### config.mk
export PLATFORM = sky130hd
export DESIGN_NAME = read_counter_sequencer
export DESIGN_NICKNAME = d
export VERILOG_FILES = /design/src/rtl/read_counter_sequencer.sv
export SDC_FILE = /design/constraint.sdc
export NUM_CORES = 1
export LEC_CHECK = 0
export BUFFER_PORTS_ARGS = -buffer_cell sky130_fd_sc_hd__buf_2
export CAP_MARGIN = 5
export CORE_ASPECT_RATIO = 0.7
export CORE_MARGIN = 5
export CORE_UTILIZATION = 35
export CTS_CLUSTER_DIAMETER = 120
export DETAILED_ROUTE_END_ITERATION = 10
export PLACE_DENSITY_LB_ADDON = 0.15
export SLEW_MARGIN = 20
export SYNTH_ARGS = -nofsm -noshare
export SYNTH_HDL_FRONTEND = slang
export SYNTH_SLANG_ARGS = --single-unit
### constraint.sdc
create_clock -name clk -period 12.6 [get_ports clk]
set_clock_uncertainty 0.15 [all_clocks]
set_input_delay 1.26 -clock clk [delete_from_list [all_inputs] [get_ports clk]]
set_output_delay 1.26 -clock clk [all_outputs]
set_load 0.005 [all_outputs]
### src/rtl/read_counter_sequencer.sv
// Read counter sequencer: free-running four-phase timer, signed step accumulator and a step/zero FSM.
// Optional shadow model of the read counter is enabled by defining READ_COUNTER_SHADOW_EN.
module read_counter_sequencer #(
    parameter int PHASE_LEN = 4,
    parameter int PEND_W    = 6,
    parameter int MAX_PEND  = 31
) (
    input  logic                     clk,
    input  logic                     rst,
    input  logic                     up_req,
    input  logic                     dn_req,
    input  logic                     zero_req,
    output logic                     zero_ack,
    output logic                     faz2hi_n,
    output logic                     faz3hi,
    output logic                     up_lvl_n,
    output logic                     dn_lvl_n,
    output logic                     pihi_n,
    output logic                     cduz,
    output logic                     step_done,
    output logic signed [PEND_W-1:0] pend,
    output logic                     pend_ovf,
    output logic                     busy
`ifdef READ_COUNTER_SHADOW_EN
    ,
    output logic [15:0]              shadow_count
`endif
);

    localparam int CNT_W = (PHASE_LEN > 1) ? $clog2(PHASE_LEN) : 1;
    localparam logic [CNT_W-1:0] CNT_MAX = CNT_W'(PHASE_LEN - 1);

    typedef enum logic [1:0] {IDLE, STEP_UP, STEP_DN, ZERO} state_t;

    state_t                   state, state_d;
    logic [CNT_W-1:0]         cnt, cnt_d;
    logic [1:0]               phase, phase_d;
    logic                     cycle_end;
    logic signed [PEND_W-1:0] pend_d;
    logic                     pend_ovf_d;
    int                       step_adj;
    int                       delta;
    int                       raw;

    always_comb begin
        cnt_d     = cnt + 1'b1;
        phase_d   = phase;
        cycle_end = (phase == 2'd3) && (cnt == CNT_MAX);
        if (cnt == CNT_MAX) begin
            cnt_d   = '0;
            phase_d = phase + 2'd1;
        end
    end

    // The decision taken on the last clock of phase 3 becomes the state for the whole next cycle.
    always_comb begin
        // NOTE: every signal gets a default first so no path through this block can infer a latch.
        state_d    = state;
        step_adj   = 0;
        pend_d     = pend;
        pend_ovf_d = pend_ovf;
        delta      = int'(up_req) - int'(dn_req);
        raw        = 0;
        if (cycle_end) begin
            if (zero_req) begin
                state_d = ZERO;
            end else if (pend > 0) begin
                state_d  = STEP_UP;
                step_adj = -1;
            end else if (pend < 0) begin
                state_d  = STEP_DN;
                step_adj = 1;
            end else begin
                state_d = IDLE;
            end
        end
        if ((cycle_end && state_d == ZERO) || state == ZERO) begin
            pend_d     = '0;
            pend_ovf_d = 1'b0;
        end else begin
            raw = int'(pend) + step_adj + delta;
            if (raw > MAX_PEND) begin
                pend_d     = PEND_W'(MAX_PEND);
                pend_ovf_d = 1'b1;
            end else if (raw < -MAX_PEND) begin
                pend_d     = PEND_W'(-MAX_PEND);
                pend_ovf_d = 1'b1;
            end else begin
                pend_d = PEND_W'(raw);
            end
        end
    end

    always_comb begin
        up_lvl_n  = 1'b1;
        dn_lvl_n  = 1'b1;
        pihi_n    = 1'b1;
        cduz      = 1'b0;
        step_done = 1'b0;
        zero_ack  = 1'b0;
        busy      = (state != IDLE);
        unique case (state)
            STEP_UP: begin
                up_lvl_n  = 1'b0;
                pihi_n    = !(phase == 2'd1 || phase == 2'd2);
                step_done = cycle_end;
            end
            STEP_DN: begin
                dn_lvl_n  = 1'b0;
                pihi_n    = !(phase == 2'd1 || phase == 2'd2);
                step_done = cycle_end;
            end
            ZERO: begin
                cduz     = 1'b1;
                zero_ack = cycle_end;
            end
            default: ;
        endcase
    end

    always_ff @(posedge clk) begin
        // NOTE: sequential state uses non-blocking assignments so every flop samples pre-edge values.
        if (rst) begin
            cnt      <= '0;
            phase    <= 2'd0;
            state    <= IDLE;
            pend     <= '0;
            pend_ovf <= 1'b0;
            faz2hi_n <= 1'b1;
            faz3hi   <= 1'b0;
        end else begin
            cnt      <= cnt_d;
            phase    <= phase_d;
            state    <= state_d;
            pend     <= pend_d;
            pend_ovf <= pend_ovf_d;
            faz2hi_n <= (phase_d != 2'd2);
            faz3hi   <= (phase_d == 2'd3);
        end
    end

`ifdef READ_COUNTER_SHADOW_EN
    always_ff @(posedge clk) begin
        if (rst || state == ZERO) begin
            shadow_count <= '0;
        end else if (step_done) begin
            shadow_count <= (state == STEP_UP) ? shadow_count + 16'd1 : shadow_count - 16'd1;
        end
    end
`endif

endmodule
Word level (Yosys, flattened, before mapping)
Index checks and enable logic that the tools add are counted.

Add/sub/neg operators: 5. Magnitude comparators: 4. Equal/unequal tests: 10. Multiplexer cells: 19. Reduce and logical (&&, ||, !) cells: 11.

Operators by type and width (count): $mux W32 (3); $add A32 B2 Y32 (1); $add A6 B32 Y32 (1); $gt A32 B6 Y1 const B (1); $lt A32 B6 Y1 const B (1); $eq A2 B2 Y1 const B (7); $mux W2 (5); $mux W1 (9); $gt A6 B1 Y1 const B (1); $lt A6 B1 Y1 const B (1); $mux W6 (1); $reduce_or A2 Y1 (3); $mux W5 (1); $add A2 B1 Y2 const B (2); $eq A2 B1 Y1 const B (2); $reduce_bool A2 Y1 (2); $reduce_or A3 Y1 (1); $logic_and A1 B1 Y1 (2); $logic_or A1 B1 Y1 (2); $ne A2 B2 Y1 const B (1); $sub A1 B1 Y2 (1); $logic_not A1 Y1 (1).

Register bits after elaboration: 15. Output and inout port bits: 16.

Depth between registers and ports, before layout
Depth in word-level cells: 10. Gate-level depth with buffers: 22.

Worst setup path after synthesis
Ideal clock, no wire load.

Path type: input port to flip-flop. Start: input port zero_req. End: register pend[3]. Data arrival time: 5.793 ns. Required time: 12.326 ns. Slack: 6.533 ns. Stages on the path: 19. Path buffers: 0. Path through: nor3_1 > nand2b_1 > xnor2_1 > ha_1 > ha_1 > fa_1 > a21o_1 > a21oi_2 > and2b_2 > o21ai_0 > nor2b_1 > inv_1 > fa_1 > fa_1 > nor2_1 > nand4_1 > or4_4 > o21ai_4 > a21oi_1.

Word-level cells in the longest chain between the ends: 7. Elaborated cells on any way between the ends: 14. Classes of those cells: add/sub: 2; order compare: 2; eq/ne: 1; mux: 6; reduce/logical: 3.

Ends and longest elaborated chain: start: declaration (RTL line 12) `input logic zero_req,`; $mux W32 (RTL line 65) `if (zero_req) begin`; $mux W32 (RTL line 64) `if (cycle_end) begin`; $add A6 B32 Y32 (RTL line 81) `raw = int'(pend) + step_adj + delta;`; $add A32 B2 Y32 (RTL line 81); $lt A32 B6 Y1 (RTL line 85) `end else if (raw < -MAX_PEND) begin`; $mux W6 (RTL line 85); $mux W5 (RTL line 82) `if (raw > MAX_PEND) begin`; end signal: assignment (RTL line 135) `pend <= pend_d;`; end: declaration (RTL line 21) `output logic signed [PEND_W-1:0] pend,`.

Parallel ways exist; a longest one is shown, timed or not. A chain may end at the register's enable or synchronous reset.

Final worst setup path
Start: input port zero_req. End: register pend[4].

The elaborated chain is that of the path after synthesis.

==> impl_metrics.toml <==
[outcome]
status = "finished, final reports clean"

[clock_tree]
path_clk_slew_ps = 70
root_buffer = "clkbuf_8"
cts_setup_buffers = 0
cts-buffers-inserted = 3
cts_buffer_depth = 2
cts_hold_buffers = 0
clock_latency_ps = 250
cts.sinks = 15
htreeDepth = 1
post_cts_resized = 0
cts_tree = "yes"

[setup_path]
endpoint = "pend[4]"
worst-setup-path-type = "in2reg"
critPathCaptureType = "flop"
required_ps = 12620
rrSetupSlack_ps = 6320
startpoint_type = "input pin"
worst_setup_path_startpoint = "zero_req"
r2r-start = "cnt[0]"
path_max_fanout = 7
r2r.worst_path.cells = 21
cp.arrival_ps = 6600
timing.rr.end = "pend[4]"

[synth]
synth_area_um2 = 1490
syn_nets = 197
synth-main-ff-cell = "dfxtp_1"
synth_seq_cells = 15
synthArstFlopShare_pct = 0
syn_inst = 160
ys_types = 39
yosys_warnings = 0
synth_area_per_cell_um2 = 9.314
ys_seq_area_share_pct = 20.15
synth_edf_count = 0

[sta]
max_slew.worst_pin.slew_ps = 765.9
fin_crit_sh_pct = 52.23
finalHoldViolCount = 0
final.setup.tns_ps = 0
setup_viol = 0
min_period_ps = 6581
finalMaxSlewViolations = 0
rsz0062_at_grt = "no"
relSlewSlack_pct = 48.59
fmax_mhz = 151.9

[global_route]
antenna_found_initial = 0
grt_start_max_net_pins = 12
grt_pass1_wl_mm = 5.671
grt_usage_pct = 12.41
first_global_vias = 1192
gr-total-overflow = 0

[finish]
final_layout_size_suffix_gt1_share_pct = 18.89
area_growth_pct = 13.10
finalNonFillerCells = 232
final_nets = 218
antennaDiodeCount = 0

[die]
die_w_um = 87.99
die_area_um2 = 5683
ios = 21
rows = 19
core_area_um2 = 4018
die_h_um = 64.59
initial_utilization_pct = 37.09

[route]
drcViolationCount = 0
ant_nets = 0
dr.first_iter.drc_count = 26
wl_mm = 3.264
wl_per_cell_um = 14.07
firstDrtPassIters = 4
vias = 1215
viasPerCell = 5.237

[placement]
dp.cells = 228
dp_hpwl_mm = 2.733
place_congestion = 0.8343
port_buffers = 20

[pwr]
vdd_drop_max_mv = 0.05754
p_leak_uw = 0.0008056
powerDensity_nw_per_um2 = 103.7

[worst_hold_path]
min_path_type = "reg2reg"

[flow_run]
max_cap_violations = 0
==> sequential cells by signal, summed over array words and instances, names as in the netlist <==
signal / flops
pend_ovf: 1
faz3hi: 1
cnt: 2
faz2hi_n: 1
state: 2
phase: 2
pend: 6
==> report_power, final <==
part	internal, µW	leakage [µW]	total (µW)	switching, µW
Clock	21.9	0.0000255	39.8	17.9
Combinational	33.8	0.000657	78.0	44.2
Sequential	52.2	0.000124	56.9	4.76
Total	108	0.000806	175	66.9
==> cell families after synthesis <==
| kind of cell | after synthesis | synth area share [%] |
|---|---|---|
| simple gates | 57 | 21.41 |
| fa+ha+maj | 32 | 33.92 |
| compound gates | 28 | 14.53 |
| buf+inv | 20 | 5.122 |
| flops | 15 | 20.15 |
| xor+xnor | 6 | 3.526 |
| mux | 2 | 1.343 |
==> layout by cell type (no fill, tap or decap), drive strengths merged, types with 2 or more instances in the layout <==
master	n
xnor2	6
o211ai	2
nor4b	3
fa	14
nand4	7
nor2	11
mux2i	2
a21o	6
nand3	2
clkbuf	3
a211oi	4
ha	18
buf	20
nor2b	4
a21oi	7
nand2	9
o21ai	4
or4	3
inv	16
dfxtp	15
nor3	8
and3	2
or2	2
==> worst max-delay path: stages <==
cell	delay (ps)
buf_2	130
nor3_1	610
nand2b_1	290
xnor2_1	200
ha_1	280
ha_1	230
fa_1	400
a21o_1	180
a21oi_2	150
and2b_2	220
o21ai_0	250
nor2b_1	290
inv_1	100
fa_1	390
fa_1	500
nor4bb_1	310
and4_1	290
a41o_2	200
nand2_1	100
a21oi_1	210
==> per-stage QoR <==
| step | area, µm² | util, % | hold slack, ps | worst slack (ps) | power (µW) |
|---|---|---|---|---|---|
| 6_report | 1685 | 41.95 | 284.9 | 6019 | 174.7 |
| 5_1_grt | 1685 | 41.95 | 313.3 | 5478 | 190.8 |
| 4_1_cts | 1685 | 41.95 | 292.1 | 5999 | 176.1 |
| 3_5_place_dp | 1639 | 40.80 | 279.1 | 5782 | 136.2 |
| 3_3_place_gp | 1639 | 40.80 | 267.3 | 5920 | 136.2 |
| 2_1_floorplan | 1490 | - | 258.4 | 6533 | 116.3 |
==> metal layers <==
metal | track usage (%) | share of wire, % | vias up
li1 | - | - | 603
met1 | 19.57 | 54 | 581
met2 | 17.29 | 41 | 31
met3 | 3.291 | 5.4 | 0
met4 | 1.149 | 0 | 0
met5 | 0 | 0 | -
==> area by class of cell <==
cell class | instances | area (µm²)
clock inverters | 1 | 5.005
fillers | 397 | 2332
inverters | 16 | 60.06
clock buffers | 3 | 41.29
multi-input cells | 125 | 1114
repair buffers | 20 | 100.1
well taps | 52 | 65.06
flip-flops and latches | 15 | 300.3
==> cell usage after synthesis (2+ instances only) <==
cell      number  area share [%]
ha_1          18              15
inv_1         16             4.0
dfxtp_1       15              20
fa_1          14              19
nor2_1        11             2.8
nand2_1        9             2.3
nor3_1         8             2.7
nand4_1        7             2.9
a21o_1         6             3.0
a21oi_1        6             2.0
xnor2_1        6             3.5
a211oi_1       4             2.0
nor2b_1        4             1.7
clkbuf_1       3            0.76
nor4b_1        3             1.8
and3_1         2            0.84
mux2i_1        2             1.3
nand3_1        2            0.67
o21ai_0        2            0.67
or2_2          2            0.84
or4_1          2             1.0
==> worst min-delay path by stage <==
stage / from / endpoint / cells past startpoint
3_3_place_gp: cnt[0] / cnt[0] / 1
2_1_floorplan: cnt[0] / cnt[0] / 1
3_5_place_dp: cnt[0] / cnt[0] / 1
6_report: cnt[0] / cnt[0] / 1
4_1_cts: cnt[0] / cnt[0] / 1
5_1_grt: cnt[0] / cnt[0] / 1
Note: power is estimated with default switching activity, not from simulation.
